**config.mk**
```make
export PLATFORM = sky130hd
export DESIGN_NAME = interrupt_vector_unit
export DESIGN_NICKNAME = d
export VERILOG_FILES = /design/src/rtl/int_pkg.sv /design/src/rtl/int_prio_enc.sv /design/src/rtl/interrupt_vector_unit.sv
export SDC_FILE = /design/constraint.sdc
export NUM_CORES = 1
export LEC_CHECK = 0
export ABC_AREA = 1
export CORE_MARGIN = 2
export CORE_UTILIZATION = 32
export DETAILED_ROUTE_END_ITERATION = 8
export PLACE_DENSITY = 0.79
export REMOVE_ABC_BUFFERS = 1
export SYNTH_ARGS = -nofsm -noshare
export SYNTH_HDL_FRONTEND = slang
export SYNTH_SLANG_ARGS = --single-unit
```
**constraint.sdc**
```tcl
create_clock -name i_clk -period 1 [get_ports i_clk]
set_input_delay 0.1 -clock i_clk [delete_from_list [all_inputs] [get_ports i_clk]]
set_output_delay 0.1 -clock i_clk [all_outputs]
set_load 0.01 [all_outputs]
```
**src/rtl/int_pkg.sv**
```systemverilog
// Shared interrupt definitions: FSM state type, cause-code width and default vector layout.
// Reused by the interrupt front-end, CP0 and exception logic.
package int_pkg;

  typedef enum logic [1:0] {
    ST_IDLE    = 2'd0,
    ST_REQ     = 2'd1,
    ST_SERVICE = 2'd2
  } int_state_e;

  localparam int          CAUSE_W        = 5;
  localparam int          CAUSE_BASE_DEF = 13;
  localparam logic [31:0] VEC_BASE_DEF   = 32'h8000_0180;
  localparam logic [31:0] VEC_STRIDE_DEF = 32'h0000_0020;

  // Cause code of a source; wraps modulo 2^CAUSE_W.
  function automatic logic [CAUSE_W-1:0] cause_code(input int base, input int idx);
    return CAUSE_W'(base + idx);
  endfunction

endpackage

```
**src/rtl/int_prio_enc.sv**
```systemverilog
// Lowest-index-first priority encoder over NUM_SRC request bits.
module int_prio_enc #(
  parameter int NUM_SRC = 2,
  localparam int IDX_W  = (NUM_SRC > 1) ? $clog2(NUM_SRC) : 1
) (
  input  logic [NUM_SRC-1:0] i_req,
  output logic               o_valid,
  output logic [IDX_W-1:0]   o_idx
);

  // Scan from the top so the lowest set index is the last one written.
  always_comb begin
    o_valid = |i_req;
    o_idx   = '0;
    for (int i = NUM_SRC - 1; i >= 0; i--) begin
      o_idx = i_req[i] ? IDX_W'(i) : o_idx;
    end
  end

endmodule

```
**src/rtl/interrupt_vector_unit.sv**
```systemverilog
// Stateful N-channel interrupt front-end: pending latch, masked fixed priority, registered vector/cause.
// Build option INT_EDGE_DETECT_EN: defined = edge-latched pending, undefined = level-following pending.
module interrupt_vector_unit
  import int_pkg::*;
#(
  parameter int                    NUM_SRC    = 2,
  parameter int                    DATA_WIDTH = 32,
  parameter int                    CAUSE_BASE = CAUSE_BASE_DEF,
  parameter logic [DATA_WIDTH-1:0] VEC_BASE   = DATA_WIDTH'(VEC_BASE_DEF),
  parameter logic [DATA_WIDTH-1:0] VEC_STRIDE = DATA_WIDTH'(VEC_STRIDE_DEF)
) (
  input  logic                  i_clk,
  input  logic                  i_rst,
  input  logic [NUM_SRC-1:0]    i_int_src,
  input  logic [NUM_SRC-1:0]    i_int_mask,
  input  logic                  i_irq_ack,
  input  logic                  i_eret,
  output logic                  o_irq_req,
  output logic [DATA_WIDTH-1:0] o_vector_out,
  output logic [CAUSE_W-1:0]    o_cause_out,
  output logic                  o_in_service,
  output logic [NUM_SRC-1:0]    o_pending
);

  localparam int IDX_W = (NUM_SRC > 1) ? $clog2(NUM_SRC) : 1;

  int_state_e              r_state;
  logic [NUM_SRC-1:0]      r_pending;
  logic                    r_irq_req;
  logic                    r_in_service;
  logic [DATA_WIDTH-1:0]   r_vector;
  logic [CAUSE_W-1:0]      r_cause;
  logic [NUM_SRC-1:0]      w_pending_nxt;
  logic                    w_valid;
  logic [IDX_W-1:0]        w_idx;
  logic [DATA_WIDTH-1:0]   w_vec;
  logic [CAUSE_W-1:0]      w_cause;

  int_prio_enc #(.NUM_SRC(NUM_SRC)) u_prio (
    .i_req   (r_pending & i_int_mask),
    .o_valid (w_valid),
    .o_idx   (w_idx)
  );

  assign w_vec   = VEC_BASE + DATA_WIDTH'(w_idx) * VEC_STRIDE;
  assign w_cause = cause_code(CAUSE_BASE, int'(w_idx));

`ifdef INT_EDGE_DETECT_EN
  logic [NUM_SRC-1:0] r_src_d;
  logic [IDX_W-1:0]   r_idx;
  logic [NUM_SRC-1:0] w_set;
  logic [NUM_SRC-1:0] w_clr;

  // Previous-cycle line sample; tracks the line through reset so a held line is not seen as a new edge.
  always_ff @(posedge i_clk) begin
    r_src_d <= i_int_src;
  end

  // Rising edges set, ack of the serviced source clears; set wins on collision.
  always_comb begin
    w_set         = i_int_src & ~r_src_d;
    w_clr         = (r_state == ST_REQ && i_irq_ack) ? (NUM_SRC'(1) << r_idx) : '0;
    w_pending_nxt = (r_pending & ~w_clr) | w_set;
  end

  // Index of the committed source, needed to clear its pending bit on ack.
  always_ff @(posedge i_clk) begin
    if (i_rst) begin
      r_idx <= '0;
    end else if (r_state == ST_IDLE && w_valid) begin
      r_idx <= w_idx;
    end else begin
      r_idx <= r_idx;
    end
  end
`else
  // Level mode: pending simply mirrors the lines one cycle late.
  always_comb begin
    w_pending_nxt = i_int_src;
  end
`endif

  // Pending register, latched regardless of mask.
  always_ff @(posedge i_clk) begin
    if (i_rst) begin
      r_pending <= '0;
    end else begin
      r_pending <= w_pending_nxt;
    end
  end

  // Request/service FSM; vector and cause are captured once and frozen until the next commit.
  always_ff @(posedge i_clk) begin
    if (i_rst) begin
      r_state      <= ST_IDLE;
      r_irq_req    <= 1'b0;
      r_in_service <= 1'b0;
      r_vector     <= '0;
      r_cause      <= '0;
    end else begin
      case (r_state)
        ST_IDLE: begin
          if (w_valid) begin
            r_vector  <= w_vec;
            r_cause   <= w_cause;
            r_irq_req <= 1'b1;
            r_state   <= ST_REQ;
          end
        end
        ST_REQ: begin
          if (i_irq_ack) begin
            r_irq_req    <= 1'b0;
            r_in_service <= 1'b1;
            r_state      <= ST_SERVICE;
          end
        end
        ST_SERVICE: begin
          if (i_eret) begin
            r_in_service <= 1'b0;
            r_state      <= ST_IDLE;
          end
        end
        default: begin
          r_irq_req    <= 1'b0;
          r_in_service <= 1'b0;
          r_state      <= ST_IDLE;
        end
      endcase
    end
  end

  assign o_irq_req    = r_irq_req;
  assign o_in_service = r_in_service;
  assign o_vector_out = r_vector;
  assign o_cause_out  = r_cause;
  assign o_pending    = r_pending;

endmodule

```
# Word level (Yosys, flattened, before mapping)
# Index checks and enable logic that the tools add are counted.
[word_totals] reg_bits=43
[classes] n_bitwise=3 muxes=12 add_sub_neg=2 n_reduce_logical=6 eq_ne=5
[ops] cell="$add 32x6->32 const A" count=1
[ops] cell="$reduce_and 3->1" count=3
[ops] cell="$mux 1" count=6
[ops] cell="$mux 2" count=3
[ops] cell="$pmux 1 s3" count=2
[ops] cell="$pmux 2 s3" count=1
[ops] cell="$add 4x1->5 const A" count=1
[ops] cell="$ne 2x2->1 const B" count=2
[ops] cell="$and 2x2->2" count=1
[ops] cell="$eq 2x1->1 const B" count=1
[ops] cell="$eq 2x2->1 const B" count=1
[ops] cell="$logic_not 2->1" count=1
[ops] cell="$ne 2x1->1 const B" count=1
[ops] cell="$not 1->1" count=2
[ops] cell="$reduce_and 2->1" count=1
[ops] cell="$reduce_or 2->1" count=1

# Depth between registers and ports, before layout
[depth] ltp_word=4 depth_mapped=5

# Modules after synthesis
# Synthesis repeated with hierarchy kept, for this count alone.
[unflattened] hier_cells=86 hier_area_um2=609.3
[by_module_without_submodules] module="interrupt_vector_unit" area_each_um2=594.3 n_inst=1 cells_per_inst=82 seq_area_each_um2=180.2
[by_module_without_submodules] module="int_prio_enc" area_each_um2=15.0 n_inst=1 cells_per_inst=4 seq_area_each_um2=0.0

# Least setup slack after synthesis
# OpenSTA, ideal clock, no wires.
[synth_path] path_type="reg-to-reg" startpoint="register r_state[0]" endpoint="register r_in_service (netlist: o_in_service)" path_stages_with_launch=5 setup_slack_ns=0.217 arrival_ns=0.717 required_time_ns=0.934 setup_ns=0.066 cell_sequence="dfxtp_1 > inv_2 > nor2_1 > nand2_1 > a21oi_2"
[synth_between] elab_chain_len=3
[synth_rtl] element="start: declaration" line="interrupt_vector_unit.sv:27" source="int_state_e r_state;"
[synth_rtl] element="start signal: assignment" line="interrupt_vector_unit.sv:95" source="r_state <= ST_IDLE;"
[synth_rtl] element="start signal: assignment" line="interrupt_vector_unit.sv:107" source="r_state <= ST_REQ;"
[synth_rtl] element="start signal: assignment" line="interrupt_vector_unit.sv:114" source="r_state <= ST_SERVICE;"
[synth_rtl] element="$eq 2x2->1, or another cell as far along" line="interrupt_vector_unit.sv:101" source="case (r_state)"
[synth_rtl] element="$ne 2x2->1 (no line) or $not 1->1 (tied branches)"
[synth_rtl] element="$reduce_and 3->1 (no line)"
[synth_rtl] element="end signal: assignment" line="interrupt_vector_unit.sv:97" source="r_in_service <= 1'b0;"
[synth_rtl] element="end signal: assignment" line="interrupt_vector_unit.sv:113" source="r_in_service <= 1'b1;"
[synth_rtl] element="end signal: assignment" line="interrupt_vector_unit.sv:119" source="r_in_service <= 1'b0;"
[synth_rtl] element="end: declaration" line="interrupt_vector_unit.sv:30" source="logic r_in_service;"
# Parallel ways exist; a longest one is shown, timed or not.
# A chain may end at the register's enable or synchronous reset.

# Worst setup path in the final report
[layout_path] startpoint="register r_cause[0] (netlist: o_cause_out[0])" endpoint="output port o_cause_out[0]"
[layout_rtl] element="start: declaration" line="interrupt_vector_unit.sv:32" source="logic [CAUSE_W-1:0] r_cause;"
[layout_rtl] element="start signal: assignment" line="interrupt_vector_unit.sv:105" source="r_cause <= w_cause;"
[layout_rtl] element="end: declaration" line="interrupt_vector_unit.sv:20" source="output logic [CAUSE_W-1:0] o_cause_out,"
# No word-level cell between the ends.

==> results.yml <==
synthesis:
  synth_top_cell_area_share_pct: 42.1
  synth_area_um2: 607
  synth_cell_types: 14
  synthFlopType: "dfxtp_1"
  synthTopCellsByCount: "buf_4 (34), nand2_1 (11), dfxtp_1 (9)"
  synth_edf_count: 0
  synth_cells: 80
  ys_async_sr_fraction_pct: 0
  avgSynthCellArea_um2: 7.59
  seq_area_frac_synth_pct: 29.7
  synth_area_leaders: "buf_4 (42%), dfxtp_1 (30%), nand2_1 (6.8%), a21oi_1 (4.9%), inv_1 (3.7%)"
  yosys.area.top_type: "buf_4"
  synth_seq_cells: 9
  ys_warn_count: 0
  synth.most_common_cell: "buf_4"
power:
  p_sw_uw: 258
  total_power_uw: 867
  pwr-share-seq_pct: 46.0
  p_leak_nw: 0.366
  ir_drop_mv: 0.473
  internal_power_uw: 609
  swShare_pct: 29.8
  power_density_nw_per_um2: 1280
  p_comb_share_pct: 22.0
  clock_power_share_pct: 32.0
grt:
  antenna_found_initial: 0
  grt_pass1_wl_um: 1190
  first_global_vias: 314
  grt_usage_pct: 8.15
  grt-ovfl-total: 0
  grt_max_degree: 7
worst_setup_path:
  worstPathCellList: "dlygate4sd2_1"
  critical-path-top-delay-family: "flip-flops"
  critPathKind: "flop to output port"
  required_ns: 0.90
  cp-start-kind: "flop"
  critPathMaxStageDelay_ns: 0.32
  path_max_fanout: 2
  crit_buf_inv: 1
  end_kind: "output port"
  crit_path_top_delay_cell: "dfxtp_1"
  critPathArrivalTime_ns: 0.84
sta:
  setup_ws_ns: 0.0583
  clock_skew_ns: 0.00284
  hold_viol: 0
  slew_violations: 0
  post-route-min-period_ns: 0.942
  fin_setup_tns_ns: 0
  setup_viol: 0
  max_freq_ghz: 1.06
  rsz0062_at_grt: "no"
  min_period_over_period_pct: 94.2
detailed_routing:
  wirelength_um: 883
  num_vias: 432
  drt_pass1_iterations: 2
  viasPerCell: 3.48
  wl_per_cell_um: 7.12
  drtIter0Drc: 3
  drtAntennaViolNets: 0
  drc: 0
status:
  status: "finished, final reports clean"
layout:
  utilization_pct: 38.5
  seq_area_um2: 181
  fin_area_um2: 679
  drive_gt1_share_pct: 19.2
  final_nets: 108
  fillers: 198
  area_delta_synth_final_pct: 12.0
  multi_input_area_um2: 245
  diodes: 0
die:
  ios: 49
  rows: 15
  die_y_um: 47.5
  dieArea_um2: 2260
  core_area_um2: 1760
  start_util_pct: 34.4
  dieWidth_um: 47.5
clock_tree:
  cts.sinks: 9
  clockBufferDepth: 2
  cts_root_buf: "clkbuf_4"
  cts_tree: "done"
  clk_latency_ns: 0.26
  cts.htree.levels: 1
  holdBufCountCts: 0
  post-cts-setup-buffer-count: 0
  cts_buffers: 3
  clk_pin_slew_ns: 0.06
  cts_resized: 13
placed_design:
  place_area_um2: 696
  gp_congestion: 0.679
  portBuffers: 19
  dpl.hpwl_um: 745
  pre_cts_ws_ns: -0.0497
min_path:
  hp-class: "primary input to flop"
flow_run:
  drv_cap: 0
==> metal layers <==
layer / up-vias / part of all wire, % / track usage (%)
met4: 0 / 1.7 / 8.11
met5: - / 0 / 0
met1: 176 / 36 / 7.26
met3: 2 / 14 / 3.40
met2: 34 / 48 / 13.5
li1: 220 / - / -
==> state kept, by name, summed over array words and instances, names as in the netlist <==
| name | cells |
|---|---|
| o_irq_req | 1 |
| o_in_service | 1 |
| o_pending | 2 |
| r_state | 2 |
| o_cause_out | 3 |
==> through the flow <==
stage	cells	hold WS, ns
global route	124	0.351
floorplan	73	0.162
CTS	124	0.353
finish	124	0.360
global placement	120	0.450
detailed placement	120	0.458
==> cells in the final DEF (no fill, tap or decap) <==
cell type / netlist / layout
nand3_1: 1 / 1
clkdlybuf4s50_1: 0 / 7
clkbuf_2: 0 / 8
nand3b_1: 1 / 1
dfxtp_1: 9 / 8
a21oi_1: 6 / 6
nand2_1: 11 / 11
clkbuf_1: 0 / 1
a21oi_2: 2 / 2
nor2_4: 1 / 1
inv_2: 1 / 1
clkdlybuf4s15_1: 0 / 1
conb_1: 1 / 29
dlygate4sd2_1: 0 / 3
dfxtp_2: 0 / 1
buf_4: 34 / 3
inv_1: 6 / 6
o21ai_1: 1 / 1
clkbuf_4: 0 / 3
nor2_1: 5 / 5
==> cell type report <==
cell class	instances	area share (%)
Sequential cell	9	26.7
Clock buffer	4	3.87
Timing Repair Buffer	22	24.9
Tap cell	25	4.60
Multi-Input combinational cell	57	36.1
Inverter	7	3.87
==> worst paths after layout <==
kind / cells after the start / end / slack (ns) / from
worst max register to register: 4 / o_in_service / 0.14 / r_state[0]
worst min register to register: 2 / o_cause_out[0] / 0.47 / o_cause_out[0]
worst min-delay path: 3 / o_pending[1] / 0.36 / i_int_src[1]
worst max-delay path: 1 / o_cause_out[0] / 0.06 / o_cause_out[0]
==> kinds of logic after synthesis <==
logic type      count (synthesis)  synth area share, %
compound gates                  9                 8.66
buf+inv                        42                 47.2
flops                           9                 29.7
other cells                     1                0.618
simple gates                   19                 13.8
==> power groups by stage <==
stage / Sequential (mW) / Combinational (mW) / Clock, mW
2_1_floorplan: 0.422 / 0.0876 / 0
3_3_place_gp: 0.406 / 0.215 / 0
3_5_place_dp: 0.407 / 0.217 / 0
4_1_cts: 0.398 / 0.196 / 0.291
5_1_grt: 0.402 / 0.216 / 0.316
6_report: 0.399 / 0.191 / 0.278
Power figures use the tool's default switching activity.
